`src/rtl/tick_source_select_if.sv`:
```
`default_nettype none
// ============================================================================
// tick_source_select_if : tick-source selection bus (sources, select, mode,
//                         prescale in; tick pulse and switch-busy out).
// Revision: 1.0
// ============================================================================
interface tick_source_select_if #(
   parameter int NUM_SRC = 4,
   parameter int SEL_W   = 2,
   parameter int DIV_W   = 8
);
   logic [NUM_SRC-1:0] clk_in;
   logic [SEL_W-1:0]   clk_sel;
   logic [1:0]         edge_mode;
   logic [DIV_W-1:0]   div;
   logic               clk_ena;
   logic               sel_busy;

   modport master (
      output clk_in, clk_sel, edge_mode, div,
      input  clk_ena, sel_busy
   );

   modport slave (
      input  clk_in, clk_sel, edge_mode, div,
      output clk_ena, sel_busy
   );
endinterface
`default_nettype wire

```
`src/rtl/tick_source_select.sv`:
```
`default_nettype none
// ============================================================================
// tick_source_select : synchronises asynchronous tick sources, selects one,
//                      detects edges and prescales them into clk_ena pulses.
// Revision: 1.0
// ============================================================================
module tick_source_select #(
   parameter int NUM_SRC     = 4,
   parameter int SYNC_STAGES = 2,
   parameter int DIV_W       = 8,
   parameter int SEL_W       = 2
) (
   input  wire logic           clk,
   input  wire logic           rst,
   tick_source_select_if.slave bus
);
   localparam int               BLK_W        = $clog2(SYNC_STAGES + 2);
   localparam logic [BLK_W-1:0] C_BLANK_LOAD = BLK_W'(SYNC_STAGES + 1);

   typedef enum logic [0:0] {
      RUN    = 1'b0,
      SWITCH = 1'b1
   } state_t;

   state_t                 r_state;
   logic [SYNC_STAGES-1:0] r_sync [NUM_SRC];
   logic [SEL_W-1:0]       r_sel;
   logic [1:0]             r_mode;
   logic                   r_prev;
   logic [DIV_W-1:0]       r_count;
   logic [BLK_W-1:0]       r_blank;
   logic                   r_ena;
   logic                   r_busy;

   logic [NUM_SRC-1:0]     w_sync_q;
   logic                   w_cur;
   logic                   w_qual;
   logic                   w_change;

   always_ff @(posedge clk) begin
      for (int i = 0; i < NUM_SRC; i++) begin
         if (rst) begin
            r_sync[i] <= '0;
         end else begin
            r_sync[i] <= {r_sync[i][SYNC_STAGES-2:0], bus.clk_in[i]};
         end
      end
   end

   // An out-of-range select matches no source, so the mux yields a clean 0.
   always_comb begin
      w_cur = 1'b0;
      for (int i = 0; i < NUM_SRC; i++) begin
         w_sync_q[i] = r_sync[i][SYNC_STAGES-1];
         if (r_sel == SEL_W'(i)) begin
            w_cur = w_sync_q[i];
         end
      end
   end

   always_comb begin
      case (r_mode)
         2'b00:   w_qual = w_cur & ~r_prev;
         2'b01:   w_qual = ~w_cur & r_prev;
         2'b10:   w_qual = w_cur ^ r_prev;
         default: w_qual = 1'b0;
      endcase
   end

   assign w_change = (bus.clk_sel != r_sel) || (bus.edge_mode != r_mode);

   always_ff @(posedge clk) begin
      if (rst) begin
         r_state <= RUN;
         r_sel   <= '0;
         r_mode  <= '0;
         r_prev  <= 1'b0;
         r_count <= '0;
         r_blank <= '0;
         r_ena   <= 1'b0;
         r_busy  <= 1'b0;
      end else begin
         r_prev <= w_cur;
         r_ena  <= 1'b0;
         // A change in either state restarts blanking so stale sync data never ticks.
         if (w_change) begin
            r_sel   <= bus.clk_sel;
            r_mode  <= bus.edge_mode;
            r_blank <= C_BLANK_LOAD;
            r_count <= '0;
            r_busy  <= 1'b1;
            r_state <= SWITCH;
         end else begin
            case (r_state)
               SWITCH: begin
                  r_count <= '0;
                  r_blank <= r_blank - BLK_W'(1);
                  if (r_blank == BLK_W'(1)) begin
                     r_busy  <= 1'b0;
                     r_state <= RUN;
                  end
               end
               default: begin
                  if (w_qual) begin
                     if (r_count >= bus.div) begin
                        r_ena   <= 1'b1;
                        r_count <= '0;
                     end else begin
                        r_count <= r_count + DIV_W'(1);
                     end
                  end
               end
            endcase
         end
      end
   end

   assign bus.clk_ena  = r_ena;
   assign bus.sel_busy = r_busy;
endmodule
`default_nettype wire
```
`src/flat_wrapper.sv`:
```
// flat-port wrapper written by rule: the top's interface ports become plain ports
module tick_source_select_flat 
#(
   parameter int NUM_SRC     = 4,
   parameter int SYNC_STAGES = 2,
   parameter int DIV_W       = 8,
   parameter int SEL_W       = 2
)
  (clk, rst, bus_clk_in, bus_clk_sel, bus_edge_mode, bus_div, bus_clk_ena, bus_sel_busy);
  tick_source_select_if #(.NUM_SRC(NUM_SRC), .SEL_W(SEL_W), .DIV_W(DIV_W)) bus_i ();
  input  wire logic clk;
  input  wire logic rst;
  input wire logic [$bits(bus_i.clk_in)-1:0] bus_clk_in;
  input wire logic [$bits(bus_i.clk_sel)-1:0] bus_clk_sel;
  input wire logic [$bits(bus_i.edge_mode)-1:0] bus_edge_mode;
  input wire logic [$bits(bus_i.div)-1:0] bus_div;
  output wire logic [$bits(bus_i.clk_ena)-1:0] bus_clk_ena;
  output wire logic [$bits(bus_i.sel_busy)-1:0] bus_sel_busy;
  assign bus_i.clk_in = bus_clk_in;
  assign bus_i.clk_sel = bus_clk_sel;
  assign bus_i.edge_mode = bus_edge_mode;
  assign bus_i.div = bus_div;
  assign bus_clk_ena = bus_i.clk_ena;
  assign bus_sel_busy = bus_i.sel_busy;
  tick_source_select #(.NUM_SRC(NUM_SRC), .SYNC_STAGES(SYNC_STAGES), .DIV_W(DIV_W), .SEL_W(SEL_W)) u_core (.clk(clk), .rst(rst), .bus(bus_i));
endmodule
```
`config.mk`:
```
export PLATFORM = sky130hd
export DESIGN_NAME = tick_source_select_flat
export DESIGN_NICKNAME = d
export VERILOG_FILES = /design/src/rtl/tick_source_select_if.sv /design/src/rtl/tick_source_select.sv /design/src/flat_wrapper.sv
export SDC_FILE = /design/constraint.sdc
export NUM_CORES = 1
export LEC_CHECK = 0
export BUFFER_PORTS_ARGS = -buffer_cell sky130_fd_sc_hd__buf_2
export CAP_MARGIN = 20
export CORE_AREA = 2 2 75 56
export DETAILED_ROUTE_END_ITERATION = 6
export DIE_AREA = 0 0 77 58
export GPL_TIMING_DRIVEN = 1
export HOLD_SLACK_MARGIN = 0.08
export PLACE_DENSITY_LB_ADDON = 0.12
export SYNTH_ARGS = -nofsm -noshare
export SYNTH_HDL_FRONTEND = slang
export SYNTH_SLANG_ARGS = --single-unit
```
`constraint.sdc`:
```
create_clock -name clk -period 2 [get_ports clk]
set_input_delay 0.2 -clock clk [delete_from_list [all_inputs] [get_ports clk]]
set_output_delay 0.2 -clock clk [all_outputs]
set_load 0.1 [all_outputs]
```
# ---- After elaboration in Yosys (flattened, before gate mapping)
# Memories as Yosys holds them, arrays and structs flattened.
# Cells that the tools add are included.
dict set report word_totals {
  reg_bits 18
  mem_bits_rw 8
  out_inout_bits 2
  elab_cells 60
  mem_count 1
}
# name depth width read_ports rd_clocked_by_memory_dff wr line_no
set memory_table {}
lappend memory_table {u_core.r_sync 4 2 4 0 4 tick_source_select.sv:26} ;# logic [SYNC_STAGES-1:0] r_sync [NUM_SRC];
dict set report classes {
  addsub 2
  order_cmp 1
  n_eq_ne 8
  muxes 22
  bitwise 10
  n_reduce_logical 8
}
# cell count
set op_table {}
lappend op_table {{two-way mux 1 bit} 14}
lappend op_table {{two-way mux 2 bit} 6}
lappend op_table {{adder 8 x 1 -> 8 bit, second input constant} 1}
lappend op_table {{>= comparator 8 bit} 1}
lappend op_table {{two-way mux 8 bit} 1}
lappend op_table {{== test 2 x 1 -> 1 bit, second input constant} 3}
lappend op_table {{== test 2 bit, second input constant} 3}
lappend op_table {{logical NOT 2 bit} 2}
lappend op_table {{!= test 2 bit} 2}
lappend op_table {{OR 1 bit} 4}
lappend op_table {{nonzero test 2 bit} 2}
lappend op_table {{OR reduction 4 bit} 1}
lappend op_table {{inverter 1 bit} 3}
lappend op_table {{case mux 1 bit (3 select lines)} 1}
lappend op_table {{OR reduction 3 bit} 1}
lappend op_table {{AND 1 bit} 2}
lappend op_table {{AND reduction 2 bit} 1}
lappend op_table {{subtractor 2 x 1 -> 2 bit, second input constant} 1}
lappend op_table {{logical OR 1 bit} 1}
lappend op_table {{XOR 1 bit} 1}

# ---- Longest topological paths before layout
dict set report logic_depth {
  word_depth 10
  depth_mapped 8
  depth_no_buf 7
}

# ---- Worst setup path after synthesis
# Ideal clock, no wire load.
dict set report synth_path {
  kind {flip-flop to flip-flop}
  from {register u_core.r_sel[0]}
  to {register u_core.r_count[0]}
  setup_time_ps 116
  arrival_time_ps 2123
  required_time_ps 1884
  slack_ps -239
  path_stages_with_launch 8
  n_path_buf 0
  synth_period_minus_slack_ps 2239
  path_cell_list {dfxtp_1 -> mux4_2 -> ha_1 -> nand2b_1 -> a21oi_1 -> or2_1 -> a311o_4 -> nor2_1}
}
dict set report synth_via {
  elab_chain_len 8
  word_cells_on_any_way 16
  cone_classes {eq/ne (4); mux (5); bitwise (4); reduce/logical (3)}
}
# element line_no
set synth_lines {}
lappend synth_lines {{from (decl)} tick_source_select.sv:27} ;# logic [SEL_W-1:0] r_sel;
lappend synth_lines {{from (signal assigned)} tick_source_select.sv:87} ;# r_sel <= bus.clk_sel;
lappend synth_lines {{logical NOT 2 bit} tick_source_select.sv:55} ;# if (r_sel == SEL_W'(i)) begin
lappend synth_lines {{two-way mux 1 bit (3 in series)} tick_source_select.sv:55}
lappend synth_lines {{two-way mux 1 bit *} tick_source_select.sv:55}
lappend synth_lines {{named net u_core.w_cur} tick_source_select.sv:36} ;# logic w_cur;
lappend synth_lines {{inverter 1 bit} tick_source_select.sv:64} ;# 2'b01: w_qual = ~w_cur & r_prev;
lappend synth_lines {{AND 1 bit} tick_source_select.sv:64}
lappend synth_lines {{case mux 1 bit (3 select lines) *} tick_source_select.sv:62} ;# case (r_mode)
lappend synth_lines {{to (signal assigned)} tick_source_select.sv:109} ;# r_count <= r_count + DIV_W'(1);
lappend synth_lines {{to (decl)} tick_source_select.sv:30} ;# logic [DIV_W-1:0] r_count;
# Mark *: on every way through the listed nets, which the timed path passes. The rest lies on a longest branch.
# A chain may end at the register's enable or synchronous reset.

# ---- Worst setup path in the final report
dict set report layout_path {
  from {register u_core.r_sel[0]}
  to {register u_core.r_count[1]}
}
# The elaborated chain is that of the path after synthesis.

==> flow_metrics.env <==
export IMPL_tightest_slew_ps=483.3
export IMPL_fin_ws_ps=-142.6
export IMPL_min_period_ps=2143
export IMPL_finClkSkew_ps=3.557
export IMPL_core_area_um2=3756
export IMPL_worstHoldStart="bus_clk_in[1]"
export IMPL_syn_mean_instance_area_um2=9.796
export IMPL_slew_headroom_pct=68.00
export IMPL_via_per_inst=4.356
export IMPL_synth_async_sr_flop_share_pct=0
export IMPL_cts_buffers=3
export IMPL_grt_pass1_wl_um=3781
export IMPL_grt_use_total_pct=10.93
export IMPL_dp_cells=204
export IMPL_clk_pin_slew_ps=90
export IMPL_synthDistinctLibCells=31
export IMPL_grt_max_degree=19
export IMPL_diodes=0
export IMPL_final_cells=208
export IMPL_via_count=906
export IMPL_fin_setup_tns_ps=-1042
export IMPL_cts_root_buf="clkbuf_8"
export IMPL_drtIter0Drc=19
export IMPL_rsz0062_at_grt="true"
export IMPL_postLayoutCellArea_um2=1569
export IMPL_num_rows=19
export IMPL_io_buffers=19
export IMPL_yosysSeqAreaShare_pct=41.19
export IMPL_r2r_end="u_core.r_count[1]"
export IMPL_clock_sinks=26
export IMPL_die_w_um=77
export IMPL_r2r_cells=7
export IMPL_endpoint_kind="flop"
export IMPL_layout_common_cells="dfxtp_1 (25), buf_2 (19), inv_1 (12), nor2b_1 (12), ha_1 (11)"
export IMPL_die_area_um2=4466
export IMPL_outcome="finished with violations"
export IMPL_synth_edf_count=0
export IMPL_gp_congestion=0.7963
export IMPL_syn_inst=129
export IMPL_power_density_nw_per_um2=698.0
export IMPL_netlist_area_um2=1264
export IMPL_slew_violations=0
export IMPL_reg2reg_from="u_core.r_sel[0]"
export IMPL_drt_antenna_violating_nets=0
export IMPL_hold_path_class="in2reg"
export IMPL_path_class="reg2reg"
export IMPL_cp_start_kind="flop"
export IMPL_crit_fanout=8
export IMPL_grt_pass1_vias=801
export IMPL_synth_seq_cells=26
export IMPL_clockBufferDepth=2
export IMPL_r2r_slack_ps=-140
export IMPL_final_nets=187
export IMPL_final_common_cell="dfxtp_1"
export IMPL_routed_wl_um=2300
export IMPL_worstPathRequired_ps=2210
export IMPL_p_leak_nw=0.6997
export IMPL_syn_to_final_growth_pct=24.16
export IMPL_cp_data_arrival_time_ps=2350
export IMPL_power_mw=1.095
export IMPL_post_cts_buffers=0
export IMPL_antenna_found_initial=0
export IMPL_hold_path_depth=2
export IMPL_maxCapViolCount=0
export IMPL_drive_gt1_share_pct=27.56
export IMPL_htree_levels=1
export IMPL_synthFlopType="dfxtp_1"
export IMPL_dp_hpwl_um=1837
export IMPL_wl_per_cell_um=11.06
export IMPL_io_pins=20
export IMPL_vdd_drop_max_mv=0.3712
export IMPL_drt_first_pass_iters=4
export IMPL_final_hold_viol_count=0
export IMPL_clk_latency_ps=270
export IMPL_die_h_um=58
export IMPL_maxClockFrequency_mhz=466.7
export IMPL_place_ws_ps=-180.4
export IMPL_holdPathEnd="u_core.r_sync[0][2]"
export IMPL_start_util_pct=33.64
export IMPL_fin_crit_sh_pct=107.1
export IMPL_ys_warn_count=0
export IMPL_gr_total_overflow=0
export IMPL_synth_fp_nets=159
export IMPL_finalSetupViolCount=8
export IMPL_route_detailed_drc=0
export IMPL_violations="setup timing"
export IMPL_placed_area_um2=1495
export IMPL_cts_tree="built"
-- how the worst max path moves through the flow --
stage	startpoint	endpoint	slack (ps)
4_1_cts	u_core.r_sel[0]	u_core.r_count[2]	-150
3_5_place_dp	u_core.r_sel[0]	u_core.r_count[2]	-180
2_1_floorplan	u_core.r_sel[0]	u_core.r_count[1]	-120
5_1_grt	u_core.r_sel[0]	u_core.r_count[1]	-210
3_3_place_gp	u_core.r_sel[0]	u_core.r_count[1]	-130
6_report	u_core.r_sel[0]	u_core.r_count[1]	-140
-- stage by stage --
step	utilization [%]	hold WS (ps)
after floorplan	-	264.2
after global placement	39.81	409.4
after detailed placement	39.81	413.3
after CTS	41.71	127.2
after global routing	41.77	131.4
final	41.77	134.4
-- state kept, by name (all words and copies together), names as in the netlist --
register and flops:
u_core.bus.clk_ena 1, u_core.bus.sel_busy 1, u_core.r_blank 2, u_core.r_count 8
u_core.r_mode 2, u_core.r_prev 1, u_core.r_sel 2, u_core.r_state 1
u_core.r_sync 8
-- cell families (layout without fill, tap and decap cells) --
kind of cell    after synthesis  after routing  synth area share [%]
flops                        26             26                 41.19
compound gates               20             20                 11.49
simple gates                 43             43                 20.30
mux                           2              2                 2.574
xor+xnor                     12             12                 8.317
fa+ha+maj                    12             12                 11.88
buf+inv                      14             41                 4.257
-- cells in the mapped netlist (all sizes together), types with 2 or more instances --
cell	instances	area [um^2]
o2111ai	2	17.52
nor2	10	37.54
clkbuf	2	8.750
nand2b	4	32.53
nor3	2	10.01
ha	12	150.1
xor2	8	70.07
a21oi	7	38.79
xnor2	4	35.03
o21ai	6	30.03
nor2b	13	83.83
nand2	6	25.03
and3	4	25.02
inv	12	45.04
dfxtp	26	520.5
-- per-layer routing --
layer  track usage [%]  vias up  wire (um)
met5                 0        -          0
met4             3.827        0         16
met3             3.427        2        103
met2             14.04       16        864
met1             16.83      404       1316
li1                  -      484          -
-- power by group --
part           switching, mW  internal, mW
combinational         0.0611        0.0592
sequential            0.0119         0.536
clock                  0.160         0.268
-- worst max-delay path, stage by stage, from the launching register on --
cell	delay, ps
dfxtp_2	350
mux4_2	540
ha_4	280
nand2b_4	110
a21oi_4	70
or2_4	240
a311o_4	370
a21oi_2	110
-- cell type report --
type | count | area (um^2)
clock inverters | 1 | 30.03
fillers | 394 | 2187
inverters | 12 | 45.04
repair buffers | 25 | 140.1
flip-flops and latches | 26 | 521.8
multi-input cells | 89 | 725.7
well taps | 52 | 65.06
clock buffers | 3 | 41.29
-- what timing repair did --
action	4_1_cts	5_1_grt
pin swaps	1	2
endpoints found under the hold margin	0	0
gates resized for setup	0	1
setup endpoints to repair	8	8
hold buffers	0	0
(Power assumes the default switching activity.)
